## src/rtl/npc_ctrl_if.sv

```systemverilog
// Fetch-redirect bus between the pipeline (master) and the next-PC controller (slave).
// The master drives the fetch PC, stall and redirect requests; the slave returns the next fetch address.
interface npc_ctrl_if;
  logic        StallF;
  logic [31:0] pc_f;
  logic        br_req;
  logic [31:0] br_target;
  logic        jr_req;
  logic [31:0] jr_target;
  logic        exc_req;
  logic        eret_req;
  logic [31:0] epc;
  logic [31:0] newpc;
  logic        redirect_pending;
  logic        addr_err;

  modport master (
    output StallF, pc_f, br_req, br_target, jr_req, jr_target, exc_req, eret_req, epc,
    input  newpc, redirect_pending, addr_err
  );

  modport slave (
    input  StallF, pc_f, br_req, br_target, jr_req, jr_target, exc_req, eret_req, epc,
    output newpc, redirect_pending, addr_err
  );
endinterface

```

## src/rtl/npc_ctrl.sv

```systemverilog
// Next-PC controller: arbitrates redirect requests by class and replays any redirect seen during a fetch stall.
// Define NPC_EXC_EN to let exc_req/eret_req take part as classes 3 and 2.
module npc_ctrl (
  input  logic       clk,
  input  logic       reset,
  npc_ctrl_if.slave  bus
);
  localparam logic [31:0] EXC_VECTOR = 32'h0000_4180;
  localparam logic [31:0] PC_STEP    = 32'd4;
  localparam logic [1:0]  CLS_BR     = 2'd0;
  localparam logic [1:0]  CLS_JR     = 2'd1;
`ifdef NPC_EXC_EN
  localparam logic [1:0]  CLS_ERET   = 2'd2;
  localparam logic [1:0]  CLS_EXC    = 2'd3;
`endif

  typedef enum logic {IDLE, PEND} state_t;

  state_t      r_state, w_state_nxt;
  logic [1:0]  r_pend_cls, w_pend_cls_nxt;
  logic [31:0] r_pend_target, w_pend_target_nxt;

  logic        w_live_valid;
  logic [1:0]  w_live_cls;
  logic [31:0] w_live_target;
  logic        w_live_wins;
  logic [31:0] w_newpc;

  // Later assignments override earlier ones, so the highest class is written last.
  // NOTE: every always_comb output gets a default first, so no path leaves it unassigned (no latch).
  always_comb begin
    w_live_valid  = bus.br_req | bus.jr_req;
    w_live_cls    = CLS_BR;
    w_live_target = bus.br_target;
    if (bus.jr_req) begin
      w_live_cls    = CLS_JR;
      w_live_target = bus.jr_target;
    end
`ifdef NPC_EXC_EN
    w_live_valid = w_live_valid | bus.exc_req | bus.eret_req;
    if (bus.eret_req) begin
      w_live_cls    = CLS_ERET;
      w_live_target = bus.epc;
    end
    if (bus.exc_req) begin
      w_live_cls    = CLS_EXC;
      w_live_target = EXC_VECTOR;
    end
`endif
  end

`ifndef NPC_EXC_EN
  logic w_unused_exc;
  assign w_unused_exc = ^{bus.exc_req, bus.eret_req, bus.epc};
`endif

  // A live request of equal or higher class displaces the captured one.
  assign w_live_wins = w_live_valid && ((r_state == IDLE) || (w_live_cls >= r_pend_cls));

  always_comb begin
    w_newpc = bus.pc_f + PC_STEP;
    if (w_live_wins)          w_newpc = w_live_target;
    else if (r_state == PEND) w_newpc = r_pend_target;
  end

  assign bus.newpc            = w_newpc;
  assign bus.addr_err         = |w_newpc[1:0];
  assign bus.redirect_pending = (r_state == PEND);

  always_comb begin
    w_state_nxt       = r_state;
    w_pend_cls_nxt    = r_pend_cls;
    w_pend_target_nxt = r_pend_target;
    if (!bus.StallF) begin
      w_state_nxt = IDLE;
    end else if (w_live_wins) begin
      w_state_nxt       = PEND;
      w_pend_cls_nxt    = w_live_cls;
      w_pend_target_nxt = w_live_target;
    end
  end

  // NOTE: reset is synchronous, sampled only at the clock edge; state uses non-blocking assignments.
  always_ff @(posedge clk) begin
    if (reset) begin
      r_state       <= IDLE;
      r_pend_cls    <= '0;
      r_pend_target <= '0;
    end else begin
      r_state       <= w_state_nxt;
      r_pend_cls    <= w_pend_cls_nxt;
      r_pend_target <= w_pend_target_nxt;
    end
  end
endmodule
```

## src/flat_wrapper.sv

```systemverilog
// flat-port wrapper written by rule: the top's interface ports become plain ports
module npc_ctrl_flat 
  (clk, reset, bus_StallF, bus_pc_f, bus_br_req, bus_br_target, bus_jr_req, bus_jr_target, bus_exc_req, bus_eret_req, bus_epc, bus_newpc, bus_redirect_pending, bus_addr_err);
  npc_ctrl_if bus_i ();
  input  logic clk;
  input  logic reset;
  input wire logic [$bits(bus_i.StallF)-1:0] bus_StallF;
  input wire logic [$bits(bus_i.pc_f)-1:0] bus_pc_f;
  input wire logic [$bits(bus_i.br_req)-1:0] bus_br_req;
  input wire logic [$bits(bus_i.br_target)-1:0] bus_br_target;
  input wire logic [$bits(bus_i.jr_req)-1:0] bus_jr_req;
  input wire logic [$bits(bus_i.jr_target)-1:0] bus_jr_target;
  input wire logic [$bits(bus_i.exc_req)-1:0] bus_exc_req;
  input wire logic [$bits(bus_i.eret_req)-1:0] bus_eret_req;
  input wire logic [$bits(bus_i.epc)-1:0] bus_epc;
  output wire logic [$bits(bus_i.newpc)-1:0] bus_newpc;
  output wire logic [$bits(bus_i.redirect_pending)-1:0] bus_redirect_pending;
  output wire logic [$bits(bus_i.addr_err)-1:0] bus_addr_err;
  assign bus_i.StallF = bus_StallF;
  assign bus_i.pc_f = bus_pc_f;
  assign bus_i.br_req = bus_br_req;
  assign bus_i.br_target = bus_br_target;
  assign bus_i.jr_req = bus_jr_req;
  assign bus_i.jr_target = bus_jr_target;
  assign bus_i.exc_req = bus_exc_req;
  assign bus_i.eret_req = bus_eret_req;
  assign bus_i.epc = bus_epc;
  assign bus_newpc = bus_i.newpc;
  assign bus_redirect_pending = bus_i.redirect_pending;
  assign bus_addr_err = bus_i.addr_err;
  npc_ctrl u_core (.clk(clk), .reset(reset), .bus(bus_i));
endmodule
```

## config.mk

```make
export PLATFORM = sky130hd
export DESIGN_NAME = npc_ctrl_flat
export DESIGN_NICKNAME = d
export VERILOG_FILES = /design/src/rtl/npc_ctrl_if.sv /design/src/rtl/npc_ctrl.sv /design/src/flat_wrapper.sv
export SDC_FILE = /design/constraint.sdc
export NUM_CORES = 1
export LEC_CHECK = 0
export ABC_AREA = 1
export BUFFER_PORTS_ARGS = -buffer_cell sky130_fd_sc_hd__buf_2
export CORE_UTILIZATION = 33
export CTS_CLUSTER_DIAMETER = 40
export DETAILED_ROUTE_END_ITERATION = 7
export GPL_TIMING_DRIVEN = 0
export PLACE_DENSITY = 0.68
export SETUP_SLACK_MARGIN = 0.15
export SYNTH_ARGS = -nofsm -noshare
export SYNTH_HDL_FRONTEND = slang
export SYNTH_SLANG_ARGS = --single-unit
```

## constraint.sdc

```tcl
create_clock -name clk -period 1.6 [get_ports clk]
set_clock_uncertainty 0.05 [all_clocks]
set_input_delay 0.08 -clock clk [delete_from_list [all_inputs] [get_ports clk]]
set_output_delay 0.08 -clock clk [all_outputs]
set_load 0.005 [all_outputs]
```

---- Word-level counts from Yosys, hierarchy flattened ----
Cells that the tools add are included.
Widths: inputs -> output; s select.
word-level totals
  register bits ........................... 35
  input port bits ......................... 135
  output and inout bits ................... 34
  logic and storage cells ................. 17
operators by class
  add/sub/neg operators ................... 1
  order comparisons ....................... 1
  mux-type cells .......................... 4
  bitwise operators ....................... 3
  reduce and logical (&&, ||, !) cells .... 5
operator list
  operator               count
  $mux 32                3
  $add 32x3->32 const B  1
  $reduce_or 2->1        2
  $ge 1x2->1             1
  $not 1->1              2
  $reduce_and 2->1       1
  $logic_and 1x1->1      1
  $logic_or 1x1->1       1
  $mux 1                 1
  $or 1x1->1             1

---- Depth between registers and ports, before layout ----
  word-level depth ........................ 6
  depth in mapped cells ................... 10
  mapped depth without buffers ............ 10

---- Worst setup path after synthesis ----
OpenSTA, ideal clock, no wires.
  kind .................................... register -> output
  start ................................... register u_core.r_state (netlist: u_core.bus.redirect_pending)
  end ..................................... output bus_addr_err
  data arrival time ....................... 1.299 ns
  required time ........................... 1.470 ns
  setup slack ............................. 0.171 ns
  stages on the path, launching flop included .. 7
  buffers on the path ..................... 1
  cell sequence ........................... dfxtp_1 -> buf_2 -> inv_1 -> or2_2 -> o211ai_1 -> o21ai_0 -> or2_1
on the way
  word-level cells in the longest chain between the ends .. 5
  elaborated cells on any way between the ends .. 6
  classes of those cells .................. 2 x mux; 1 x bitwise; 3 x reduce/logical
ends and longest elaborated chain
  element                 line                source
  from (decl)             npc_ctrl.sv:19      state_t r_state, w_state_nxt;
  from (signal assigned)  npc_ctrl.sv:90      r_state <= w_state_nxt;
  $not 1->1               npc_ctrl.sv:58      assign w_live_wins = w_live_valid && ((r_state == IDLE) || (w_live_cls >= r_pend_cls));
  $logic_or 1x1->1        npc_ctrl.sv:58
  $logic_and 1x1->1       npc_ctrl.sv:58
  $mux 32 (*)             npc_ctrl.sv:62      if (w_live_wins) w_newpc = w_live_target;
  via bus_newpc[0]        flat_wrapper.sv:16  output wire logic [$bits(bus_i.newpc)-1:0] bus_newpc;
  $reduce_or 2->1 (*)     npc_ctrl.sv:67      assign bus.addr_err = |w_newpc[1:0];
  to (decl)               flat_wrapper.sv:18  output wire logic [$bits(bus_i.addr_err)-1:0] bus_addr_err;
Mark *: on every way through the listed nets, which the timed path passes. The rest lies on a longest branch.

---- Worst setup path after layout ----
  start ................................... register u_core.r_state (netlist: u_core.bus.redirect_pending)
  end ..................................... output bus_newpc[30]
on the way
  word-level cells in the longest chain between the ends .. 4
  elaborated cells on any way between the ends .. 5
  classes of those cells .................. 2 x mux; 1 x bitwise; 2 x reduce/logical
ends and longest elaborated chain
  element            line
  $not 1->1          npc_ctrl.sv:58
  $logic_or 1x1->1   npc_ctrl.sv:58
  $logic_and 1x1->1  npc_ctrl.sv:58
  $mux 32 (*)        npc_ctrl.sv:62
  to (decl)          flat_wrapper.sv:16
Every way passes the cells marked *; elsewhere a longest branch is shown, timed or not.

==> summary by stage <==
Status
The flow ran to the end, but the final reports show violations. The final reports fail on design-rule violations, negative setup slack.

Clock tree
The clock latency at the later pin of the worst-skew pair is 0.29 ns. The clock net in this run drives a total of 34 sinks. Counting the buffers created by CTS gives 5.

The buffer type at the clock tree root is sky130_fd_sc_hd__clkbuf_8. The maximum root-to-sink buffer count is 2. TritonCTS built the clock tree.

The number of H-tree branching levels is 2. After clock tree synthesis, the clock-pin slew on the worst setup and hold paths is ~0.070 ns.

Min path
The startpoint of the most critical hold path is bus_StallF. The hold-critical path depth is 3. The worst min-delay path class is in2reg.

Worst setup path
The start point of the critical path is u_core.bus.redirect_pending. The setup path with the least slack is of type reg2out. At the worst endpoint, the arrival time is 1.63 ns. The depth of the worst register-to-register path is 9. Of all nets on the critical path, the largest fanout is 10.

The nature of the critical path startpoint is a register. The required time at the worst-slack endpoint is around 1.5 ns. The startpoint of the worst register-to-register path is u_core.bus.redirect_pending.

The kind of capture point of the worst setup path is a primary output.

Synthesis
By area the synthesized netlist is led by sky130_fd_sc_hd__nand2_1, sky130_fd_sc_hd__dfxtp_1, sky130_fd_sc_hd__nor2_1, sky130_fd_sc_hd__o21ai_0, sky130_fd_sc_hd__nand3_1. Synthesis produced a netlist whose cell count is 561. The number of nets handed over by synthesis was approximately 700.

The warning count from the yosys run is 0. After synthesis the netlist holds a flip-flop and latch count of 34. After synthesis the cells add up to 0.00304 mm2.

The average cell area after synthesis is 5.42 um2. The number of different library cells in the post-synthesis netlist is 29. The top cell type by area accounts for between 20% and 30% of the synthesized area. For this run, the register share of the synthesized area comes to roughly 22%. The largest total area in the synthesized netlist belongs to sky130_fd_sc_hd__nand2_1.

Global routing
The via count of the first global-routing pass was roughly 3800. The combined global-route utilization of all metal layers is 23.1%. The first global-routing pass estimated approximately 18000 um of wire. The global-route congestion overflow total is 0. The initial antenna violation count is 0.

Entering global routing, the biggest net connects 11 pins.

Detailed routing
The remaining antenna violation count is 0. The first detailed-routing pass ran for 7 iterations. The final wirelength is 11700 um. In the final routed layout, each cell accounts on average for roughly 14 um. The overall via count from detail_route is approximately 4200. Dividing the detail-routed via count by the number of cells gives 5.09.

The number of remaining DRC errors is 3. After the first detailed-routing iteration, the DRC count stood at between 200 and 250.

Floorplan
The initial standard-cell utilization of the core is between 30% and 40%. During I/O placement, the number of pins put on the boundary was approximately 170. The standard cell core area is about 0.0088 mm2. The die covers about 0.0096 mm2. The y dimension of the die is 98.0 um.

The chip width is a little under 100 um. The row count is 34.

Pwr
The power density over the cells is 617 mW/mm2. The maximum resistive drop on vdd is 0.000416 V. The total leakage power is around 2.4 nW.

Timing
In the finished design, the share of the clock period the worst path needs comes to 110%. The highest attainable clock frequency is ~0.57 GHz. The transition time at the pin with the least slew margin is just under 0.8 ns.

The number of max-slew violations in the final report is 0. Setup repair after global routing could not meet its margin everywhere. In this run the tightest slew margin relative to its limit is around half. The count of endpoints failing hold in the final timing report is 0. For the final routed database, the setup TNS stands at -3.47 ns. The setup violation total in the final timing report is 35. The worst setup slack after layout is -0.159 ns. The time the final worst path needs with I/O delays and setup is about 1.8 ns.

Cells and area
The leading cell type in the layout, fill and taps excluded is sky130_fd_sc_hd__nand2_1. Relative to the synthesized area, the layout overhead comes to 54.1%. Leaving out fill and tap cells, the most frequent cells in the layout are sky130_fd_sc_hd__nand2_1, sky130_fd_sc_hd__buf_2, sky130_fd_sc_hd__nor2_1, sky130_fd_sc_hd__nand3_1. The final instance count without filler cells is around 830. Of the cells placed in the final design, the portion with a size suffix greater than 1 is 37.2%.

After filler insertion, the fill cell instance count of the layout stands at roughly 870. The number of antenna diodes in the final layout is 0. The finished cells cover around 0.0047 mm2. The net count of the finished layout is 860.

Placement
The post-placement cell area is around 0.0038 mm2. The minimum setup slack after placement is -0.281 ns. After legalization and detailed placement, the total HPWL measured about 8300 um.

The final estimated routing congestion in global placement is between 0.9 and 1. Including well taps, the total number of placed cells is approximately 800. The quantity of I/O buffers inserted on ports is ~130.

Run
The max-capacitance violation count is 0.
==> routing by layer <==
layer	vias to the layer above	global-route usage (%)	part of all wire (%)
met1	1902	28.7	42
met4	0	7.23	2.8
met2	189	40.8	48
met3	33	3.58	6.7
met5	-	0	0
li1	2107	-	-
==> stage by stage <==
step	util [%]	total power, W	hold slack, ns
6_report	53.2	0.00289	0.0657
5_1_grt	53.2	0.00303	0.0777
4_1_cts	50.2	0.00277	0.0524
3_5_place_dp	43.6	0.00179	0.299
3_3_place_gp	43.6	0.00178	0.291
2_1_floorplan	-	0.00143	0.108
==> state kept, by name, indices dropped and copies added, names as in the netlist <==
| register | count |
|---|---|
| u_core.r_pend_target | 32 |
| u_core.r_pend_cls | 1 |
| u_core.bus.redirect_pending | 1 |
==> path summary, 6_finish.rpt <==
path / slack, ns / end
worst min-delay path: 0.07 / u_core.bus.redirect_pending
worst max register to register: -0.02 / u_core.r_pend_target[0]
worst max-delay path: -0.16 / bus_newpc[30]
worst min register to register: 0.44 / u_core.r_pend_target[22]
==> Yosys cell counts <==
cell                       number
sky130_fd_sc_hd__nand2_1      194
sky130_fd_sc_hd__nor2_1       135
sky130_fd_sc_hd__o21ai_0       43
sky130_fd_sc_hd__dfxtp_1       34
sky130_fd_sc_hd__inv_1         34
sky130_fd_sc_hd__nand3_1       34
sky130_fd_sc_hd__buf_2         14
sky130_fd_sc_hd__a211oi_1      13
sky130_fd_sc_hd__mux2i_1       13
sky130_fd_sc_hd__clkbuf_1       9
sky130_fd_sc_hd__o211ai_1       4
sky130_fd_sc_hd__xnor2_1        4
sky130_fd_sc_hd__a21oi_1        3
sky130_fd_sc_hd__a31oi_1        3
sky130_fd_sc_hd__buf_1          3
sky130_fd_sc_hd__or2_2          3
sky130_fd_sc_hd__and2_1         2
sky130_fd_sc_hd__buf_6          2
sky130_fd_sc_hd__inv_2          2
sky130_fd_sc_hd__nor2_2         2
sky130_fd_sc_hd__o22ai_1        2
sky130_fd_sc_hd__a211oi_2       1
sky130_fd_sc_hd__a21oi_4        1
sky130_fd_sc_hd__a22oi_1        1
sky130_fd_sc_hd__ha_1           1
sky130_fd_sc_hd__nand2_4        1
sky130_fd_sc_hd__o21bai_1       1
sky130_fd_sc_hd__or2_1          1
sky130_fd_sc_hd__xor2_1         1
==> final cells by class <==
class	instances	area [um2]	share of cell area, %
repair buffers	156	916	19.6
clock buffers	6	82.6	1.76
clock inverters	1	30.0	0.641
flip-flops and latches	34	683	14.6
plain buffers	28	293	6.25
inverters	36	140	2.99
well taps	108	135	2.89
multi-input cells	463	2400	51.3
==> kinds of logic (layout without fill, tap and decap cells) <==
logic type | Yosys count | count (layout) | synth area share (%)
XOR/XNOR | 5 | 5 | 1.44
buffers and inverters | 64 | 227 | 8.97
AND/OR/NAND/NOR | 372 | 372 | 48.3
multiplexers | 13 | 13 | 4.28
AO/OA/AOI/OAI | 72 | 72 | 14.2
adder cells (fa/ha/maj) | 1 | 1 | 0.412
flip-flops | 34 | 34 | 22.4
==> repair_timing <==
item	in CTS	in global routing
hold buffers	1	0
cloned	3	1
gates resized for setup	101	63
hold endpoints to repair	2	0
setup endpoints to repair	67	67
pin swaps	13	9
setup buffers	15	3
==> where the power goes <==
| group | leakage (nW) | switching (W) | internal [W] |
|---|---|---|---|
| logic | 2.04 | 0.000589 | 0.000504 |
| clock network | 0.0573 | 0.000332 | 0.000499 |
| registers | 0.283 | 0.0000481 | 0.000915 |
| total | 2.38 | 0.000969 | 0.00192 |
==> critical path, stage by stage (launching register included) <==
cell                       delay (ns)
sky130_fd_sc_hd__dfxtp_2         0.36
sky130_fd_sc_hd__nand2_2         0.07
sky130_fd_sc_hd__a21oi_4         0.20
sky130_fd_sc_hd__inv_2           0.08
sky130_fd_sc_hd__buf_8           0.15
sky130_fd_sc_hd__clkbuf_4        0.19
sky130_fd_sc_hd__nand2_1         0.08
sky130_fd_sc_hd__nand2_1         0.08
sky130_fd_sc_hd__buf_2           0.13
Note: power is estimated with default switching activity, not from simulation.
